### src/rtl/samp_rate_scheduler.sv
// samp_rate_scheduler: picks one of eight sample-rate square waves and turns each rising
// edge of the selected wave into a single request/acknowledge transaction. Rate changes
// are deferred to a one-clock SWITCH state, and overruns and ack timeouts are reported.
// Optional feature: define SAMP_SCHED_SEQ_EN to build the 16-bit request sequence counter;
// without it sample_seq is tied to zero.
module samp_rate_scheduler #(
    parameter int unsigned OVR_W       = 8,
    parameter int unsigned ACK_TIMEOUT = 1023,
    parameter int unsigned RATE_RST    = 7
) (
    input  logic             clock_in,
    input  logic             reset_btn,
    input  logic [7:0]       samp_rates,
    input  logic             enable,
    input  logic [2:0]       rate_sel,
    input  logic             rate_wr,
    input  logic             sample_ack,
    input  logic             err_clr,
    output logic             sample_req,
    output logic [2:0]       active_rate,
    output logic             rate_pending,
    output logic [OVR_W-1:0] ovr_cnt,
    output logic             ovr_flag,
    output logic             tmo_flag,
    output logic [15:0]      sample_seq
);

    // Counter holds completed REQ clocks, so it only needs to reach ACK_TIMEOUT-1.
    localparam int unsigned     TMO_W      = (ACK_TIMEOUT > 1) ? $clog2(ACK_TIMEOUT) : 1;
    localparam int unsigned     TMO_LAST   = (ACK_TIMEOUT == 0) ? 0 : ACK_TIMEOUT - 1;
    localparam logic [TMO_W-1:0] TMO_LAST_V = TMO_LAST[TMO_W-1:0];
    localparam logic [2:0]       RATE_RST_V = RATE_RST[2:0];
    localparam logic [OVR_W-1:0] OVR_MAX    = '1;

    typedef enum logic [1:0] {
        StIdle,
        StReq,
        StSwitch
    } state_e;

    state_e           r_state;
    state_e           w_state_d;
    logic             r_prev_bit;
    logic             w_prev_bit_d;
    logic [2:0]       r_active_rate;
    logic [2:0]       r_pend_rate;
    logic             r_rate_pending;
    logic [OVR_W-1:0] r_ovr_cnt;
    logic             r_ovr_flag;
    logic             r_tmo_flag;
    logic [TMO_W-1:0] r_tmo_cnt;
    logic             w_tick;
    logic             w_tmo_hit;
    logic             w_start;
    logic             w_ovr;
    logic             w_tmo;

    // Edge detect on the selected wave; masked while disabled or mid-switch.
    assign w_tick = samp_rates[r_active_rate] & ~r_prev_bit & enable & (r_state != StSwitch);

    assign w_tmo_hit = (ACK_TIMEOUT != 0) && (r_tmo_cnt == TMO_LAST_V);

    // During SWITCH, preload the edge detector from the new wave to avoid a false edge.
    assign w_prev_bit_d = (r_state == StSwitch) ? samp_rates[r_pend_rate]
                                                : samp_rates[r_active_rate];

    // Next-state and per-clock events of the transaction FSM.
    always_comb begin
        w_state_d = r_state;
        w_start   = 1'b0;
        w_ovr     = 1'b0;
        w_tmo     = 1'b0;
        case (r_state)
            StIdle: begin
                if (w_tick) begin
                    w_state_d = StReq;
                    w_start   = 1'b1;
                end else if (r_rate_pending) begin
                    w_state_d = StSwitch;
                end
            end
            StReq: begin
                if (sample_ack) begin
                    // Ack and a fresh edge together: start the next transaction in place.
                    if (w_tick) begin
                        w_start = 1'b1;
                    end else begin
                        w_state_d = StIdle;
                    end
                end else begin
                    if (w_tick) begin
                        w_ovr = 1'b1;
                    end
                    if (w_tmo_hit) begin
                        w_tmo     = 1'b1;
                        w_state_d = StIdle;
                    end
                end
            end
            StSwitch: begin
                w_state_d = StIdle;
            end
            default: begin
                w_state_d = StIdle;
            end
        endcase
    end

    // FSM state, edge-detector history and the rate in use.
    always_ff @(posedge clock_in or posedge reset_btn) begin
        if (reset_btn) begin
            r_state       <= StIdle;
            // Reset high so the first clock after release can never see an edge.
            r_prev_bit    <= 1'b1;
            r_active_rate <= RATE_RST_V;
        end else begin
            r_state    <= w_state_d;
            r_prev_bit <= w_prev_bit_d;
            if (r_state == StSwitch) begin
                r_active_rate <= r_pend_rate;
            end
        end
    end

    // Pending rate write; a write coinciding with SWITCH stays pending for the next switch.
    always_ff @(posedge clock_in or posedge reset_btn) begin
        if (reset_btn) begin
            r_pend_rate    <= RATE_RST_V;
            r_rate_pending <= 1'b0;
        end else if (rate_wr) begin
            r_pend_rate    <= rate_sel;
            r_rate_pending <= 1'b1;
        end else if (r_state == StSwitch) begin
            r_rate_pending <= 1'b0;
        end
    end

    // Ack timeout counter, restarted on every new request.
    always_ff @(posedge clock_in or posedge reset_btn) begin
        if (reset_btn) begin
            r_tmo_cnt <= '0;
        end else if (w_start) begin
            r_tmo_cnt <= '0;
        end else if (r_state == StReq) begin
            r_tmo_cnt <= r_tmo_cnt + 1'b1;
        end
    end

    // Error reporting; an event coinciding with err_clr survives the clear.
    always_ff @(posedge clock_in or posedge reset_btn) begin
        if (reset_btn) begin
            r_ovr_cnt  <= '0;
            r_ovr_flag <= 1'b0;
            r_tmo_flag <= 1'b0;
        end else if (err_clr) begin
            r_ovr_cnt  <= w_ovr ? {{(OVR_W-1){1'b0}}, 1'b1} : '0;
            r_ovr_flag <= w_ovr;
            r_tmo_flag <= w_tmo;
        end else begin
            if (w_ovr && (r_ovr_cnt != OVR_MAX)) begin
                r_ovr_cnt <= r_ovr_cnt + 1'b1;
            end
            r_ovr_flag <= r_ovr_flag | w_ovr;
            r_tmo_flag <= r_tmo_flag | w_tmo;
        end
    end

`ifdef SAMP_SCHED_SEQ_EN
    logic [15:0] r_seq;

    // Sequence number bumps on every new transaction, wrapping naturally.
    always_ff @(posedge clock_in or posedge reset_btn) begin
        if (reset_btn) begin
            r_seq <= '0;
        end else if (w_start) begin
            r_seq <= r_seq + 16'd1;
        end
    end

    assign sample_seq = r_seq;
`else
    assign sample_seq = '0;
`endif

    assign sample_req   = (r_state == StReq);
    assign active_rate  = r_active_rate;
    assign rate_pending = r_rate_pending;
    assign ovr_cnt      = r_ovr_cnt;
    assign ovr_flag     = r_ovr_flag;
    assign tmo_flag     = r_tmo_flag;

endmodule
### config.mk
export PLATFORM = sky130hd
export DESIGN_NAME = samp_rate_scheduler
export DESIGN_NICKNAME = d
export VERILOG_FILES = /design/src/rtl/samp_rate_scheduler.sv
export SDC_FILE = /design/constraint.sdc
export NUM_CORES = 1
export LEC_CHECK = 0
export CAP_MARGIN = 30
export CORE_ASPECT_RATIO = 1.5
export CORE_UTILIZATION = 52
export DETAILED_ROUTE_END_ITERATION = 10
export PLACE_DENSITY = 0.95
export SLEW_MARGIN = 40
export SYNTH_ARGS = -nofsm -noshare
export SYNTH_HDL_FRONTEND = slang
export SYNTH_SLANG_ARGS = --single-unit
### constraint.sdc
create_clock -name clock_in -period 5.3 [get_ports clock_in]
set_input_delay 1.06 -clock clock_in [delete_from_list [all_inputs] [get_ports clock_in]]
set_output_delay 1.06 -clock clock_in [all_outputs]
set_load 0.1 [all_outputs]
Yosys cells after proc, flatten, opt, wreduce, memory -nomap -nowiden
Cells that the tools add are included.
Operators by class
  add/sub/neg operators: 2
  order comparisons: 2
  eq/ne operators: 8
  multiplexer cells: 28
  bitwise gates (word level): 6
  reductions and logical operators: 6
Operators by type and width (count)
  2-to-1 mux 10 bit: 2
  2-to-1 mux 8 bit: 2
  2-to-1 mux 1 bit: 15
  adder 10 x 1 -> 10 bit, second input constant: 1
  equality test 10 bit, second input constant: 1
  2-to-1 mux 2 bit: 5
  adder 8 x 1 -> 8 bit, second input constant: 1
  < comparator 3 x 4 -> 1 bit, second input constant: 2
  != test 8 bit, second input constant: 1
  binary-select mux 1 bit (select 3 bit): 2
  != test 3 bit, second input constant: 2
  nonzero test 2 bit: 3
  case mux 2 bit (2 select lines): 1
  bitwise AND 1 bit: 3
  != test 3 x 2 -> 1 bit, second input constant: 1
  AND reduction 3 bit: 1
  equality test 2 x 1 -> 1 bit, second input constant: 1
  equality test 2 bit, second input constant: 1
  logical NOT 2 bit: 1
  != test 2 bit, second input constant: 1
  OR 1 bit: 2
  case mux 1 bit (2 select lines): 1
  logical AND 1 bit: 1
  NOT 1 bit: 1
Word-level totals
  flip-flop bits (word level): 30
  bits of input ports: 17
  output and inout bits: 31

Longest topological paths before layout
  depth in word-level cells: 11
  gate-level depth with buffers: 6
  depth with buffers taken out: 6

Worst setup path after synthesis
Ideal clock, no wire load.
  path kind: flip-flop to output port
  start: register r_state[1]
  end: output sample_req
  arrival time: 1578 ps
  data required time: 4240 ps
  path slack: 2662 ps
  cell stages (with the launch flop): 3
  cells stage by stage: dfrtp_1 > nor2b_1 > clkbuf_1
Between the ends
  word-level cells in the longest chain between the ends: 1
RTL lines
  from (decl): RTL line 41  | state_e r_state;
  from (signal assigned): RTL line 112  | r_state <= StIdle;
  from (signal assigned): RTL line 117  | r_state <= w_state_d;
  equality test 2 x 1 -> 1 bit: RTL line 185  | assign sample_req = (r_state == StReq);
  to (decl): RTL line 19  | output logic sample_req,
No other way between the ends.

Worst setup path in the final report
Same ends and word-level chain as after synthesis.

==> impl_metrics.yaml <==
logic_synthesis:
  syn_area_per_cell_um2: 10.4
  netlist_top_cells_count: "dfrtp_1, nor2_1, buf_4, mux2_2, dfstp_2"
  synthCells: 169
  synthMostInstantiatedCell: "dfrtp_1"
  synth_top_cells_by_area: "dfrtp_1, dfstp_2, buf_4"
  ys_seq_area_share_pct: 43.4
  async_reset_ff_share_pct: 100
  ys.warnings.count: 0
  netlist.top_cell.by_area: "dfrtp_1"
  synth_edf_count: 0
  yosys.area.top_type_share_pct: 32.9
  synthFlopType: "dfrtp_1"
  syn_area_um2: 1750
  ys_seq_elements: 30
  yosysUniqueCellTypes: 41
critical_path:
  worstSetupStartpointType: "flip-flop"
  cp.required_ps: 4240
  reg2reg_setup_slack_ps: 3030
  crit_path_max_fanout: 10
  crit_arrival_ps: 1800
  path_class: "reg2out"
  end_kind: "primary output"
floorplan:
  rows: 25
  start_util_pct: 54.9
  design.die.area_um2: 3610
  core-area_um2: 3190
  fp.dieH_um: 73.1
  dieWidth_um: 49.4
  io_pins: 48
outcome:
  run_status: "completed"
final_layout:
  diodes: 0
  final_cell_area_um2: 2050
  final_nets: 223
  drive_gt1_share_pct: 22.5
  area_delta_synth_final_pct: 16.8
  fillers: 265
cts:
  cts_max_path_buffers: 2
  cts_setup_buffers: 0
  root_buffer: "clkbuf_8"
  cts.sinks: 30
  clk_latency_ps: 290
  postCtsHoldBufs: 0
  clk_pin_slew_ps: 60
  htreeDepth: 2
  ctsResizeCount: 0
  cts_buffers: 5
  cts_tree: "built"
power_and_ir_drop:
  irDropWorstVdd_uv: 369
  leakage_nw: 0.909
  power.density_nw_per_um2: 482
detailed_routing:
  drt_first_pass_iters: 4
  drc: 0
  via_per_inst: 5.39
  wl_per_cell_um: 13.4
  route.vias.total: 1316
  wirelength_mm: 3.27
  detail_route.iter0.violations: 21
  ant_nets: 0
sta:
  setup_viol: 0
  finalHoldViolCount: 0
  slew_viol_final: 0
  max-slew-margin-rel_pct: 51.2
  max_freq_ghz: 0.349
  finClkSkew_ps: 6.57
  setup_ws_ps: 2440
  setup_tns_ps: 0
  rsz0062_at_grt: "no"
  worst_pin_slew_ps: 727
  final.period_utilization_pct: 54.0
  fin_crit_ps: 2860
global_route:
  grt_max_degree: 31
  antenna_found_initial: 0
  grt_pass1_wl_mm: 5.51
  gr-total-overflow: 0
  grt.total_usage_pct: 20.9
  grt_pass1_vias: 1241
worst_hold_path:
  min_path_type: "reg2reg"
job:
  cap_violations: 0
placed_design:
  gp_congestion: 0.809
  portBuffers: 31
  dp_hpwl_mm: 2.46
  dpl_cell_area_um2: 1950
  dpl_worst_slack_ps: 2180
layout by cell type, fill, tap and decap left out, drive strengths merged, types with 6 or more instances in the layout:
| cell type | Yosys | final |
|---|---|---|
| dfrtp | 23 | 23 |
| nor2 | 21 | 21 |
| conb | 1 | 16 |
| clkdlybuf4s50 | 0 | 16 |
| buf | 17 | 15 |
| mux2 | 8 | 8 |
| dfstp | 7 | 7 |
| clkbuf | 2 | 7 |
| nand2 | 6 | 6 |
| nor2b | 6 | 6 |
| xor2 | 6 | 6 |
| nand4 | 6 | 6 |
flip-flops by register name (all words and copies together), names as in the netlist:
name,cells
rate_pending,1
tmo_flag,1
r_tmo_cnt,10
r_state,2
ovr_cnt,8
r_prev_bit,1
active_rate,3
r_pend_rate,3
ovr_flag,1
layout make-up:
class                      count  area, um^2  area share (%)
clock buffer                   7        86.3            4.22
clock inverter                 1        5.00           0.245
inverter                       5        18.8           0.917
multi-input combinational    130         891            43.5
sequential                    30         759            37.1
tap                           40        50.0            2.45
timing repair buffer          31         235            11.5
cell families (layout without fill, tap and decap cells):
kind of cell,after synthesis,after routing,synth area share (%)
AO/OA/AOI/OAI,19,19,6.93
multiplexers,14,14,10.0
XOR/XNOR,9,9,4.50
other,1,16,0.214
buffers and inverters,24,44,9.00
AND/OR/NAND/NOR,69,69,23.9
adder cells (fa/ha/maj),3,3,2.14
flip-flops,30,30,43.4
routing by layer:
layer	up-vias	global-route usage [%]	wire length [um]	part of all wire, %
met5	-	0	0	0
met4	0	14.9	85	2.6
met3	6	3.96	140	4.3
met2	37	36.1	1760	54
met1	638	22.7	1280	39
li1	635	-	-	-
metrics by stage:
step                utilization (%)  total power, mW  hold WS, ps  std cells
global placement               63.6            0.809          465        236
detailed placement             61.3            0.803          476        236
finish                         64.1            0.985          494        244
floorplan                         -            0.748          444        184
CTS                            64.1            0.995          481        244
global route                   64.1             1.04          537        244
worst paths after layout:
path,from,endpoint,cells past startpoint
worst min register to register,r_state[0],r_state[1],1
max in group asynchronous,reset_btn,r_state[0],2
worst min-delay path,r_state[0],r_state[1],1
worst max register to register,active_rate[1],ovr_cnt[5],5
worst max-delay path,r_state[1],sample_req,2
min in group asynchronous,reset_btn,ovr_cnt[4],2
report_power, final:
part	switching [mW]	leakage [nW]	internal [mW]
registers	0.0672	0.383	0.301
clock network	0.0818	0.0482	0.104
logic	0.307	0.478	0.124
worst max-delay path: stages (launching register included):
cell and delay (ps):
dfrtp_1 440, nor2b_1 530, buf_2 540
(Power assumes the default switching activity.)
